File: src/rtl/reqack_pkg.sv
// Shared types and constants for the buffered four-phase req/ack FIFO stage.
package reqack_pkg;

    typedef enum logic [1:0] {
        ST_IDLE     = 2'd0,
        ST_REQ      = 2'd1,
        ST_ACK_WAIT = 2'd2
    } reqack_out_state_e;

    localparam int REQACK_SYNC_STAGES = 2;

endpackage

File: src/rtl/reqack_sync.sv
// Single-bit multi-flop synchronizer with asynchronous active-low reset to 0.
module reqack_sync #(
    parameter int STAGES = 2
) (
    input  logic clk,
    input  logic rst_n,
    input  logic d,
    output logic q
);

    logic [STAGES-1:0] sync_q;

    always_ff @(posedge clk or negedge rst_n) begin
        if (!rst_n) begin
            sync_q <= '0;
        end else begin
            sync_q <= {sync_q[STAGES-2:0], d};
        end
    end

    assign q = sync_q[STAGES-1];

endmodule

File: src/rtl/reqack_fifo.sv
// Buffered four-phase req/ack stage: acks producers on store, replays entries to the consumer.
// Define REQACK_FIFO_SYNC_EN to put 2-flop synchronizers on in_req and out_ack.
module reqack_fifo
    import reqack_pkg::*;
#(
    parameter  int DWIDTH = 1,
    parameter  int DEPTH  = 4,
    localparam int AWIDTH = $clog2(DEPTH)
) (
    input  logic              clk,
    input  logic              rst_n,
    input  logic              in_req,
    output logic              in_ack,
    input  logic [DWIDTH-1:0] in_dat,
    output logic              out_req,
    input  logic              out_ack,
    output logic [DWIDTH-1:0] out_dat,
    output logic [AWIDTH:0]   level,
    output reqack_out_state_e state_dbg
);

    // Handshake semantics: each port is four-phase. A request rises with data
    // stable, the acknowledge rises once the data is taken, the request falls,
    // then the acknowledge falls; a new request may only follow that.

    localparam logic [AWIDTH:0] LEVEL_FULL = (AWIDTH+1)'(DEPTH);

    logic              in_req_i;
    logic              out_ack_i;
    logic [DWIDTH-1:0] mem [DEPTH];
    logic [AWIDTH-1:0] wr_ptr;
    logic [AWIDTH-1:0] rd_ptr;
    reqack_out_state_e state;
    logic              full;
    logic              empty;
    logic              push;
    logic              pop;

`ifdef REQACK_FIFO_SYNC_EN
    reqack_sync #(.STAGES(REQACK_SYNC_STAGES)) u_sync_in_req (
        .clk   (clk),
        .rst_n (rst_n),
        .d     (in_req),
        .q     (in_req_i)
    );

    reqack_sync #(.STAGES(REQACK_SYNC_STAGES)) u_sync_out_ack (
        .clk   (clk),
        .rst_n (rst_n),
        .d     (out_ack),
        .q     (out_ack_i)
    );
`else
    assign in_req_i  = in_req;
    assign out_ack_i = out_ack;
`endif

    assign full      = (level == LEVEL_FULL);
    assign empty     = (level == '0);
    assign push      = in_req_i && !in_ack && !full;
    assign pop       = (state == ST_IDLE) && !empty;
    assign state_dbg = state;

    // Storage is not reset: a cleared level makes stale entries unreachable.
    always_ff @(posedge clk) begin
        if (push) begin
            mem[wr_ptr] <= in_dat;
        end
    end

    always_ff @(posedge clk or negedge rst_n) begin
        if (!rst_n) begin
            wr_ptr <= '0;
            in_ack <= 1'b0;
        end else if (push) begin
            wr_ptr <= wr_ptr + 1'b1;
            in_ack <= 1'b1;
        end else if (!in_req_i && in_ack) begin
            in_ack <= 1'b0;
        end
    end

    always_ff @(posedge clk or negedge rst_n) begin
        if (!rst_n) begin
            state   <= ST_IDLE;
            out_req <= 1'b0;
            out_dat <= '0;
            rd_ptr  <= '0;
        end else begin
            case (state)
                ST_IDLE: begin
                    if (!empty) begin
                        out_dat <= mem[rd_ptr];
                        rd_ptr  <= rd_ptr + 1'b1;
                        out_req <= 1'b1;
                        state   <= ST_REQ;
                    end
                end
                ST_REQ: begin
                    if (out_ack_i) begin
                        out_req <= 1'b0;
                        state   <= ST_ACK_WAIT;
                    end
                end
                ST_ACK_WAIT: begin
                    if (!out_ack_i) begin
                        state <= ST_IDLE;
                    end
                end
                default: begin
                    out_req <= 1'b0;
                    state   <= ST_IDLE;
                end
            endcase
        end
    end

    // A simultaneous push and pop leaves the count alone while both pointers move.
    always_ff @(posedge clk or negedge rst_n) begin
        if (!rst_n) begin
            level <= '0;
        end else begin
            case ({push, pop})
                2'b10:   level <= level + 1'b1;
                2'b01:   level <= level - 1'b1;
                default: level <= level;
            endcase
        end
    end

    a_no_push_full: assert property (@(posedge clk) disable iff (!rst_n) !(push && full));
    a_no_pop_empty: assert property (@(posedge clk) disable iff (!rst_n) !(pop && empty));
    a_level_range:  assert property (@(posedge clk) disable iff (!rst_n) level <= LEVEL_FULL);

endmodule

File: config.mk
export PLATFORM = sky130hd
export DESIGN_NAME = reqack_fifo
export DESIGN_NICKNAME = d
export VERILOG_FILES = /design/src/rtl/reqack_pkg.sv /design/src/rtl/reqack_sync.sv /design/src/rtl/reqack_fifo.sv
export SDC_FILE = /design/constraint.sdc
export NUM_CORES = 1
export LEC_CHECK = 0
export BUFFER_PORTS_ARGS = -buffer_cell sky130_fd_sc_hd__buf_2
export CAP_MARGIN = 10
export CORE_MARGIN = 1.5
export CORE_UTILIZATION = 44
export CTS_BUF_LIST = sky130_fd_sc_hd__clkbuf_4 sky130_fd_sc_hd__clkbuf_8
export DETAILED_ROUTE_END_ITERATION = 12
export GPL_TIMING_DRIVEN = 0
export PLACE_DENSITY = 0.67
export SLEW_MARGIN = 5
export SYNTH_ARGS = -nofsm -noshare
export SYNTH_HDL_FRONTEND = slang
export SYNTH_SLANG_ARGS = --single-unit
File: constraint.sdc
create_clock -name clk -period 2.13 [get_ports clk]
set_input_delay 0.426 -clock clk [delete_from_list [all_inputs] [get_ports clk]]
set_output_delay 0.426 -clock clk [all_outputs]
set_load 0.005 [all_outputs]
Word level (Yosys, flattened, before mapping)
Memory sizes are Yosys's and may differ from the RTL's. A register that Yosys moved wholly into a read port is not among the register bits.
Cells that the tools add are included.
Word-level totals
  output and inout bits: 8
  register bits: 11
  word-level logic and storage cells: 49
  input bits: 5
  bits in writable memories: 4
  memories: 1
Memories
  mem: words 4, width 1, read ports 1, clocked after Yosys merged registers in 1, write ports 1, RTL line reqack_fifo.sv:30  | logic [DWIDTH-1:0] mem [DEPTH];
Cells by class
  bitwise operators: 2
  mux-type cells: 12
  equal/unequal tests: 8
  $add $sub $neg: 4
  reduce and logical (&&, ||, !) cells: 16
Operators with widths (count)
  $mux 1: 6
  $mux 2: 3
  $ne 2x2->1 const B: 3
  $pmux 2 s3: 1
  $pmux 3 s2: 1
  $reduce_and 3->1: 2
  $logic_not 1->1: 5
  $add 2x1->2 const B: 2
  $eq 2x1->1 const B: 2
  $eq 2x2->1 const B: 2
  $logic_and 1x1->1: 4
  $reduce_bool 2->1: 2
  $add 3x1->3 const B: 1
  $eq 3x3->1 const B: 1
  $logic_not 3->1: 1
  $pmux 1 s3: 1
  $sub 3x1->3 const B: 1
  $logic_not 2->1: 1
  $not 1->1: 2
  $reduce_and 2->1: 1

Longest topological paths before layout
Gate-level depths: netlist of the first run.
  depth in word-level cells: 5
  depth in mapped cells: 10

Least setup slack after synthesis of the first run
OpenSTA, ideal clock, no wires.
  path kind: register to register
  start: reg level[0]
  end: reg level[2]
  cell stages (with the launch flop): 11
  data required time: 2.051 ns
  arrival time: 2.075 ns
  slack: -0.024 ns
  cell sequence: dfrtp_1 > or3b_1 > and3b_1 > buf_6 > inv_1 > ha_1 > inv_1 > fa_1 > xor2_1 > nor2_1 > xor2_1
On the way
  word-level cells in the longest chain between the ends: 5
  elaborated cells between the ends (all ways): 12
RTL lines
  start: declaration: RTL line reqack_fifo.sv:18  | output logic [AWIDTH:0] level,
  start signal: assignment: RTL line reqack_fifo.sv:124  | 2'b10: level <= level + 1'b1;
  start signal: assignment: RTL line reqack_fifo.sv:125  | 2'b01: level <= level - 1'b1;
  start signal: assignment: RTL line reqack_fifo.sv:126  | default: level <= level;
  $eq 3x3->1 / $logic_not 3->1 (equally long branches): RTL line reqack_fifo.sv:58, reqack_fifo.sv:59
  $logic_not 1->1 (on tied branches)
  $logic_and 1x1->1 (on tied branches): RTL line reqack_fifo.sv:60, reqack_fifo.sv:61
  $eq 2x1->1 / $eq 2x2->1 (equally long branches): RTL line reqack_fifo.sv:123  | case ({push, pop})
  $pmux 3 s2 / $reduce_bool 2->1 (equally long branches)
Several ways; a longest one is shown, not always the timed one.
A chain may end at the register's enable or synchronous reset.

Worst setup path after layout of the first run
  start: reg level[1]
  end: reg level[2]
Same word-level chain as after synthesis.

==> results of run 1 <==
-- stage by stage --
step / setup TNS [ns] / cell area, um^2 / setup slack (ns) / hold slack, ns
floorplan: -0.000197 / 787 / -0.000197 / 0.130
global placement: -0.0942 / 867 / -0.0942 / 0.318
detailed placement: -0.0891 / 867 / -0.0891 / 0.316
CTS: 0 / 920 / 0.0141 / 0.00323
global route: -0.116 / 937 / -0.116 / 0.00825
finish: -0.00732 / 937 / -0.00732 / 0.00673
-- how the worst max path moves through the flow --
stage	start	to	slack, ns	cells after the start
after floorplan	level[0]	level[2]	-0.0002	10
after global placement	level[0]	level[2]	-0.09	10
after detailed placement	level[0]	level[2]	-0.09	10
after CTS	level[1]	level[2]	0.01	10
after global routing	level[1]	level[2]	-0.12	10
final	level[1]	level[2]	-0.007	10
-- power breakdown --
part / switching (mW) / total (mW) / internal [mW]
clock network: 0.0875 / 0.173 / 0.0853
logic: 0.283 / 0.670 / 0.387
registers: 0.0974 / 0.540 / 0.442
total: 0.468 / 1.38 / 0.914
-- kinds of logic after synthesis --
kind of cell	count (synthesis)	share of synthesized area
flops	16	0.546
mux	4	0.0764
fa+ha+maj	6	0.107
xor+xnor	7	0.0797
compound gates	4	0.0358
buf+inv	7	0.0439
simple gates	12	0.111
-- final cells by class --
cell class / count / share of cell area
plain buffers: 1 / 0.0120
repair buffers: 17 / 0.104
well taps: 16 / 0.0214
multi-input cells: 33 / 0.355
inverters: 6 / 0.0267
clock buffers: 4 / 0.0320
flip-flops and latches: 16 / 0.449
-- registers in the layout, indices dropped and copies added (netlist names) --
register / count
wr_ptr: 2
in_ack: 1
mem: 4
state_dbg: 2
out_dat: 1
out_req: 1
rd_ptr: 2
level: 3
-- routing by layer --
layer | track usage | up-vias | part of all wire
met3 | 0.0600 | 2 | 0.056
li1 | - | 227 | -
met5 | 0 | - | 0
met4 | 0.0529 | 0 | 0.016
met2 | 0.223 | 12 | 0.47
met1 | 0.171 | 228 | 0.46
-- timing repair --
action,4_1_cts,5_1_grt
hold buffers,0,0
pin swaps,4,2
setup endpoints to repair,1,1
gates resized for setup,0,1
setup buffers,3,2
-- worst reg2reg max path, stage by stage (launching register included) --
cell and delay (ns):
dfrtp_1 0.40, or3b_4 0.40, and3b_1 0.18, buf_6 0.12, inv_4 0.05, ha_4 0.13
inv_2 0.04, fa_2 0.32, xor2_1 0.15, nor2_1 0.13, xor2_1 0.16
-- synth_stat cells (all sizes together) --
cell / count / area share
mux4: 1 / 0.029
mux2: 2 / 0.034
xnor2: 2 / 0.023
a21o: 2 / 0.020
nor2: 2 / 0.0098
edfxtp: 4 / 0.16
and2: 5 / 0.047
o21ai: 1 / 0.0065
or3b: 1 / 0.011
nor4b: 1 / 0.011
o21a: 1 / 0.0098
nor3: 2 / 0.020
and3b: 1 / 0.011
ha: 5 / 0.081
fa: 1 / 0.026
dfrtp: 12 / 0.39
buf: 1 / 0.015
inv: 6 / 0.029
xor2: 5 / 0.057
mux2i: 1 / 0.013
==> impl_results.md, run 1 <==
* Antenna cells at 0
* Fin. max-slew vios at 0
* First drt pass iteration count at 2
* Die X-Extent at approximately 45 um
* Initial detailed-routing violation count at 2
* Detail Route Antenna Nets at 0
* DR WL/cell at 11.3 um
* Clock skew at ~0.0011 ns
* Cell Area, Synth at between 700 and 800 um^2
* Critical Path Source Type: flop
* Worst R2R End: level[2]
* Latest clock arrival within the worst-skew pair at about 0.28 ns
* Post-Layout Cell Count at 93
* Leak at about 0.45 nW
* Critical path class: flop to flop
* Gr usage total at 0.141
* PwrDens at roughly 1500 nW/um^2
* RSZ-0062 raised after global routing: true
* Slowest CP cell: dfrtp_1
* Period utilisation layout at 1.00
* IO Pins at 13
* Crit-path cells: or3b_4 -> and3b_1 -> buf_6 -> inv_4 -> ha_4 -> inv_2 -> fa_2 -> xor2_1 -> nor2_1 -> xor2_1
* Vias in the first global route at approximately 470
* # rows at 14
* Data required, critical path at around 2.3 ns
* Initial Util at 0.488
* Placed cells at between 80 and 90
* Layout cell share with drive strength beyond 1 at 0.455
* Buffer and inverter count on the worst path at 3
* DRC Markers at 0
* Initial antenna violation count at 0
* Core area at 1580 um^2
* IO Port Bufs at 12
* Delay-heaviest family, CP: simple AND/OR/NAND/NOR gates
* Root buf cell: clkbuf_4
* Total die area at around 2000 um^2
* Util after Layout at 0.594
* Grt ovf at 0
* Largest stage delay, worst path at roughly 0.4 ns
* Fmax at between 400 and 500 MHz
* Multi-input gate area at roughly 330 um^2
* Crit Path Max Fanout at 2
* Gpl congestion at 0.702
* Routed via count at roughly 470
* Synth Net Count at 67
* Status: complete, but fails checks
* Die Y-Extent at approximately 45 um
* Critical Path End Type: flop
* Ys Warns at 0
* RR Startpoint: level[1]
* Peak supply drop at 0.801 mV
* Hold Vio Cnt, Final at 0
* Seq/Total Area, Yosys at 0.546
* Crit path top cell by count: xor2_1
* Total clock sinks at 16
* Slew headroom at 0.668
* Fill cells at ~140
* Worst-Margin Slew at roughly 0.5 ns
* Clock transition at path regs at around 0.09 ns
* Max-cap violation count at 0
* H-tree Lvls at 1
* Setup WS post-layout at -0.00732 ns
* Total wire length at around 1.1 mm
* Vias per std cell at between 5 and 6
* Yosys reg bits at 16
* Synth unique cells at 23
* Total power draw at approximately 1.4 mW
* Clock Tree Buf Depth at 2
* Worst Hold Class: primary input to asynchronous set/reset pin
* Final period demand of the worst path at 2.14 ns
* Post-Synthesis Cells at 56
* Critical path arrival at 2.34 ns
* Sequential cell area at about 420 um^2
* Final setup viols at 1
* Avg Cell Area, Syn at about 14 um^2
* Reg-to-reg slack, setup at -0.007 ns
* Reg2Reg Depth at 10
* CTS tree: done
* Net count, final at a little under 90
* Area grow syn2layout at 21.8%
* Failing checks: negative setup slack
* Largest net degree at the start of global routing at 13
* Most frequent cells in the layout: 12 x dfrtp_1, 12 x buf_2, 5 x xor2_1, 5 x buf_4
* Number of CTS-inserted buffers at 3
* First-pass GRT wire length at 1.99 mm
Power figures use the tool's default switching activity.
==> run 2, diff against run 1 <==
--- a/config.mk
+++ b/config.mk
@@ -8,11 +8,10 @@
 export BUFFER_PORTS_ARGS = -buffer_cell sky130_fd_sc_hd__buf_2
 export CAP_MARGIN = 10
 export CORE_MARGIN = 1.5
-export CORE_UTILIZATION = 44
+export CORE_UTILIZATION = 40
 export CTS_BUF_LIST = sky130_fd_sc_hd__clkbuf_4 sky130_fd_sc_hd__clkbuf_8
 export DETAILED_ROUTE_END_ITERATION = 12
 export GPL_TIMING_DRIVEN = 0
-export PLACE_DENSITY = 0.67
 export SLEW_MARGIN = 5
 export SYNTH_ARGS = -nofsm -noshare
 export SYNTH_HDL_FRONTEND = slang
==> run 2 against run 1 <==
Net effect:
- the flow still finishes with violations (negative setup slack)
- global-route usage decreased by 0.56 points
- sequential share of layout area decreased by 0.53 points
- register-to-register slack about the same
- setup slack improved by 0.0070 ns
- critical endpoint unchanged
==> impl_results.md, run 2 (synthesis results as in run 1) <==
* Status: complete, but fails checks
* Failing checks: negative setup slack
* Fmax at approximately 470 MHz
* Total clock sinks at 16
* Delay-heaviest family, CP: simple AND/OR/NAND/NOR gates
* Fin. max-slew vios at 0
* Area grow syn2layout at 23.3%
* H-tree Lvls at 1
* Gr usage total at 0.135
* Total wire length at around 1.1 mm
* Critical Path End Type: flop
* Vias per std cell at 4.60
* CP Launch Point: level[1]
* Latest clock arrival within the worst-skew pair at about 0.28 ns
* Total die area at 2200 um^2
* Worst Hold Class: primary input to asynchronous set/reset pin
* Max reg flops at 4
* Post-Layout Cell Count at between 100 and 150
* Clock transition at path regs at 0.09 ns
* End point of the critical path: level[2]
* Layout cell share with drive strength beyond 1 at 0.455
* Slowest CP cell: dfrtp_1
* Critical Path Source Type: flop
* Worst R2R End: level[2]
* PwrDens at roughly 1500 nW/um^2
* Util after Layout at 0.538
* Hpwl dp at approximately 840 um
* Fin area at 948 um^2
* Clock skew at 0.000687 ns
* Vias in the first global route at approximately 460
* Leak at ~0.45 nW
* Routed via count at between 400 and 500
* CTS Hold Bufs at 0
* Crit Path Max Fanout at 2
* Number of CTS-inserted buffers at 3
* Data required, critical path at roughly 2.3 ns
* Biggest registers after layout: mem: 4 flops, level: 3 flops
* Largest stage delay, worst path at roughly 0.40 ns
* Placed cell area at 878 um^2
* Net count, final at 89
* Critical path depth in cells at 10
* CTS tree: done
* Critical path class: flop to flop
* Max-cap violation count at 0
* Root buf cell: clkbuf_4
* Reg2Reg Depth at 10
* Core area at 1760 um^2
* Buffer and inverter count on the worst path at 3
* Fill cells at approximately 170
* Setup TNS at -0.000281 ns
* Reg-to-reg slack, setup at -0.0003 ns
* Initial Util at 0.436
* Die Y-Extent at 46.9 um
* First drt pass iteration count at 3
* Most frequent cells in the layout: 12 x dfrtp_1, 12 x buf_2, 5 x xor2_1, 5 x buf_4
* Final setup viols at 1
* DRC Markers at 0
* Reg with most FFs: mem
* IO Port Bufs at 12
* Die X-Extent at between 40 and 50 um
* Gpl congestion at 0.672
* RR Startpoint: level[1]
* Hold WS at 0.00956 ns
* Placed cells at a little over 90
* Peak supply drop at ~0.72 mV
* Clock Tree Buf Depth at 2
* Setup WS post-layout at -0.000281 ns
* Initial detailed-routing violation count at 2
* Critical path arrival at about 2.3 ns
* DR WL/cell at 11.2 um
* Largest net degree at the start of global routing at 13
* Hold Vio Cnt, Final at 0
* Grt ovf at 0
* Final period demand of the worst path at roughly 2.1 ns
* Period utilisation layout at 1.00
* Initial antenna violation count at 0
* Worst-Margin Slew at approximately 0.5 ns
* IO Pins at 13
* First-pass GRT wire length at just under 2 mm
* RSZ-0062 raised after global routing: true
* Detail Route Antenna Nets at 0
* Antenna cells at 0
* Slew headroom at 0.663
* Crit path top cell by count: xor2_1
* Crit-path cells: or3b_4 -> and3b_1 -> buf_6 -> inv_4 -> ha_4 -> inv_2 -> fa_2 -> xor2_1 -> nor2_1 -> xor2_1
* # rows at 15
==> run 2: cell counts in the layout (fill, tap and decap cells not counted) <==
Identical to the previous run, type by type.
==> run 2: layer usage <==
layer / up-vias / routed length (um) / global-route usage
met1: 229 / 574 / 0.182
li1: 229 / - / -
met2: 9 / 513 / 0.195
met4: 0 / 10 / 0.0833
met5: - / 0 / 0
met3: 2 / 38 / 0.0346
==> run 2: cell type report <==
cell class,instances,area (um^2),area share
well taps,25,31.3,0.0330
inverters,6,25.0,0.0264
multi-input cells,33,333,0.351
plain buffers,1,11.3,0.0119
repair buffers,17,97.6,0.103
flip-flops and latches,16,420,0.443
clock buffers,4,30.0,0.0317
==> run 2: worst min path at each step <==
stage          endpoint  slack, ns  depth (start not counted)   from
6_report        out_dat       0.01                          1  rst_n
3_5_place_dp    out_dat       0.32                          1  rst_n
3_3_place_gp    out_dat       0.32                          1  rst_n
4_1_cts         out_dat      0.009                          1  rst_n
5_1_grt         out_dat      0.009                          1  rst_n
2_1_floorplan    in_ack       0.13                          0  rst_n
==> run 2: power breakdown <==
group | leakage, nW | switching, mW | internal, mW
clock | 0.0184 | 0.0873 | 0.0853
sequential | 0.177 | 0.104 | 0.442
combinational | 0.255 | 0.282 | 0.383
total | 0.450 | 0.474 | 0.911
==> run 2: through the flow <==
stage,setup slack (ns),power (mW)
detailed placement,-0.102,1.16
global route,-0.122,1.52
finish,-0.000281,1.38
floorplan,-0.000197,0.992
global placement,-0.100,1.14
CTS,-0.00513,1.40
==> run 2: timing repair <==
action	4_1_cts	5_1_grt
gates resized for setup	0	1
endpoints found under the setup margin	1	1
gates cloned	0	0
pin swaps	4	1
setup buffers	5	0
==> run 3, diff against run 2 <==
--- a/config.mk
+++ b/config.mk
@@ -12,6 +12,7 @@
 export CTS_BUF_LIST = sky130_fd_sc_hd__clkbuf_4 sky130_fd_sc_hd__clkbuf_8
 export DETAILED_ROUTE_END_ITERATION = 12
 export GPL_TIMING_DRIVEN = 0
+export REMOVE_ABC_BUFFERS = 1
 export SLEW_MARGIN = 5
 export SYNTH_ARGS = -nofsm -noshare
 export SYNTH_HDL_FRONTEND = slang
==> run 3 against run 2 <==
Net effect:
- the flow now finishes without violations
- flip-flop and latch count is the same
- setup slack gained 0.024 ns
- routed wire length grew 15%
- clock power grew 14%
- via count grew 1.9%
- clock skew grew 0.0043 ns
- core utilization grew 1.3 points
- sequential share of layout area shrank 1.1 points
- fmax grew 1.1%
- count of clock-buffer cells in the layout is the same
- first-iteration DRC count grew to 4.5 times the previous value
==> impl_results.md, run 3 (synthesis results as in run 1) <==
* Total wire length at approximately 1.3 mm
* Critical path class: flop to flop
* Net count, final at 92
* Gr usage total at 0.138
* Most frequent cells in the layout: 12 x dfrtp_1, 12 x buf_2, 8 x buf_4, 5 x xor2_1
* Buffer and inverter count on the worst path at 2
* Reg with most FFs: mem
* Leak at ~0.46 nW
* Die X-Extent at around 47 um
* Total die area at about 2200 um^2
* Hpwl dp at about 800 um
* Layout cell share with drive strength beyond 1 at 0.463
* Fin. max-slew vios at 0
* Critical Path Source Type: flop
* Initial antenna violation count at 0
* Critical path arrival at roughly 2.3 ns
* Area grow syn2layout at 26.3%
* DR WL/cell at around 12 um
* Die Y-Extent at between 40 and 50 um
* Detail Route Antenna Nets at 0
* Vias per std cell at between 4 and 5
* Period utilisation layout at 0.989
* Hold WS at 0.352 ns
* Delay-heaviest family, CP: simple AND/OR/NAND/NOR gates
* Crit Path Max Fanout at 2
* Crit-path cells: or3b_1 -> and3b_2 -> inv_2 -> ha_4 -> inv_2 -> fa_2 -> xor2_1 -> nor2_1 -> xor2_1
* Max reg flops at 4
* First-pass GRT wire length at about 2.0 mm
* Max-cap violation count at 0
* Critical Path End Type: flop
* IO Pins at 13
* Clock skew at a little under 0.005 ns
* Largest net degree at the start of global routing at 13
* Number of CTS-inserted buffers at 3
* Hold Vio Cnt, Final at 0
* CTS tree: done
* Gpl congestion at between 0.6 and 0.7
* Clock transition at path regs at around 0.09 ns
* Post-Layout Cell Count at about 110
* H-tree Lvls at 1
* Antenna cells at 0
* First drt pass iteration count at 4
* Initial detailed-routing violation count at 9
* Latest clock arrival within the worst-skew pair at 0.29 ns
* Final period demand of the worst path at about 2.1 ns
* IO Port Bufs at 12
* Final setup viols at 0
* Data required, critical path at between 2 and 2.5 ns
* DRC Markers at 0
* Total clock sinks at 16
* Root buf cell: clkbuf_4
* Placed cells at 92
* Grt ovf at 0
* Slowest CP cell: dfrtp_1
* Largest stage delay, worst path at a little under 0.4 ns
* # rows at 15
* Initial Util at 0.436
* Biggest registers after layout: mem: 4 flops, level: 3 flops
* Worst Hold Class: primary input to flop
* PwrDens at roughly 1500 nW/um^2
* RSZ-0062 raised after global routing: true
* Setup TNS at 0 ns
* Vias in the first global route at roughly 450
* Status: finished, final reports clean
* Routed via count at between 400 and 500
* Worst-Margin Slew at around 0.35 ns
* Peak supply drop at a little over 0.8 mV
* Clock Tree Buf Depth at 2
* Fmax at about 470 MHz
* Slew headroom at 0.763
* Core area at approximately 1800 um^2
==> run 3: changes by cell type in the layout (fill, tap and decap cells not counted), sizes merged <==
cell | before | now
dlygate4sd3 | 0 | 1
buf | 18 | 20
==> run 3: path summary, 6_finish.rpt <==
| path | start | slack [ns] | endpoint | cells past startpoint |
|---|---|---|---|---|
| setup / recovery | level[1] | 0.02 | level[2] | 9 |
| hold / removal | in_dat | 0.35 | mem[0] | 1 |
| setup reg to reg | level[1] | 0.02 | level[2] | 9 |
| hold reg to reg | out_req | 0.48 | out_req | 1 |
| max in group asynchronous | rst_n | 1.38 | wr_ptr[1] | 2 |
| min in group asynchronous | rst_n | 0.53 | wr_ptr[0] | 2 |
==> run 3: what timing repair did <==
| action | in CTS | in global routing |
|---|---|---|
| hold buffers | 1 | 0 |
| buffers inserted | 6 | 2 |
| endpoints found under the setup margin | 1 | 1 |
| pin swaps | 4 | 4 |
| resized for setup | 3 | 3 |
| endpoints found under the hold margin | 9 | 0 |
==> run 3: metal layers <==
metal | vias to the layer above | track usage | part of all wire
li1 | 235 | - | -
met4 | 0 | 0.0833 | 0.018
met1 | 227 | 0.177 | 0.46
met5 | - | 0 | 0
met3 | 3 | 0.0231 | 0.045
met2 | 13 | 0.219 | 0.48
==> run 3: through the flow <==
stage	setup slack (ns)	util	power, mW	area (um^2)
4_1_cts	0.00212	0.537	1.41	947
6_report	0.0234	0.551	1.49	972
5_1_grt	-0.0296	0.551	1.60	972
3_3_place_gp	-0.108	0.482	1.08	850
3_5_place_dp	-0.123	0.482	1.11	850
2_1_floorplan	0.0164	-	0.945	758
==> run 3: cell type report <==
class | count | area [um^2]
clock buffers | 4 | 36.3
fillers | 176 | 792
inverters | 6 | 22.5
multi-input cells | 33 | 332
flip-flops and latches | 16 | 420
well taps | 25 | 31.3
repair buffers | 21 | 130
==> run 3: power by group <==
group | total [mW] | internal [mW] | switching (mW)
logic | 0.745 | 0.422 | 0.323
registers | 0.542 | 0.442 | 0.100
clock network | 0.198 | 0.104 | 0.0941
total | 1.49 | 0.968 | 0.518
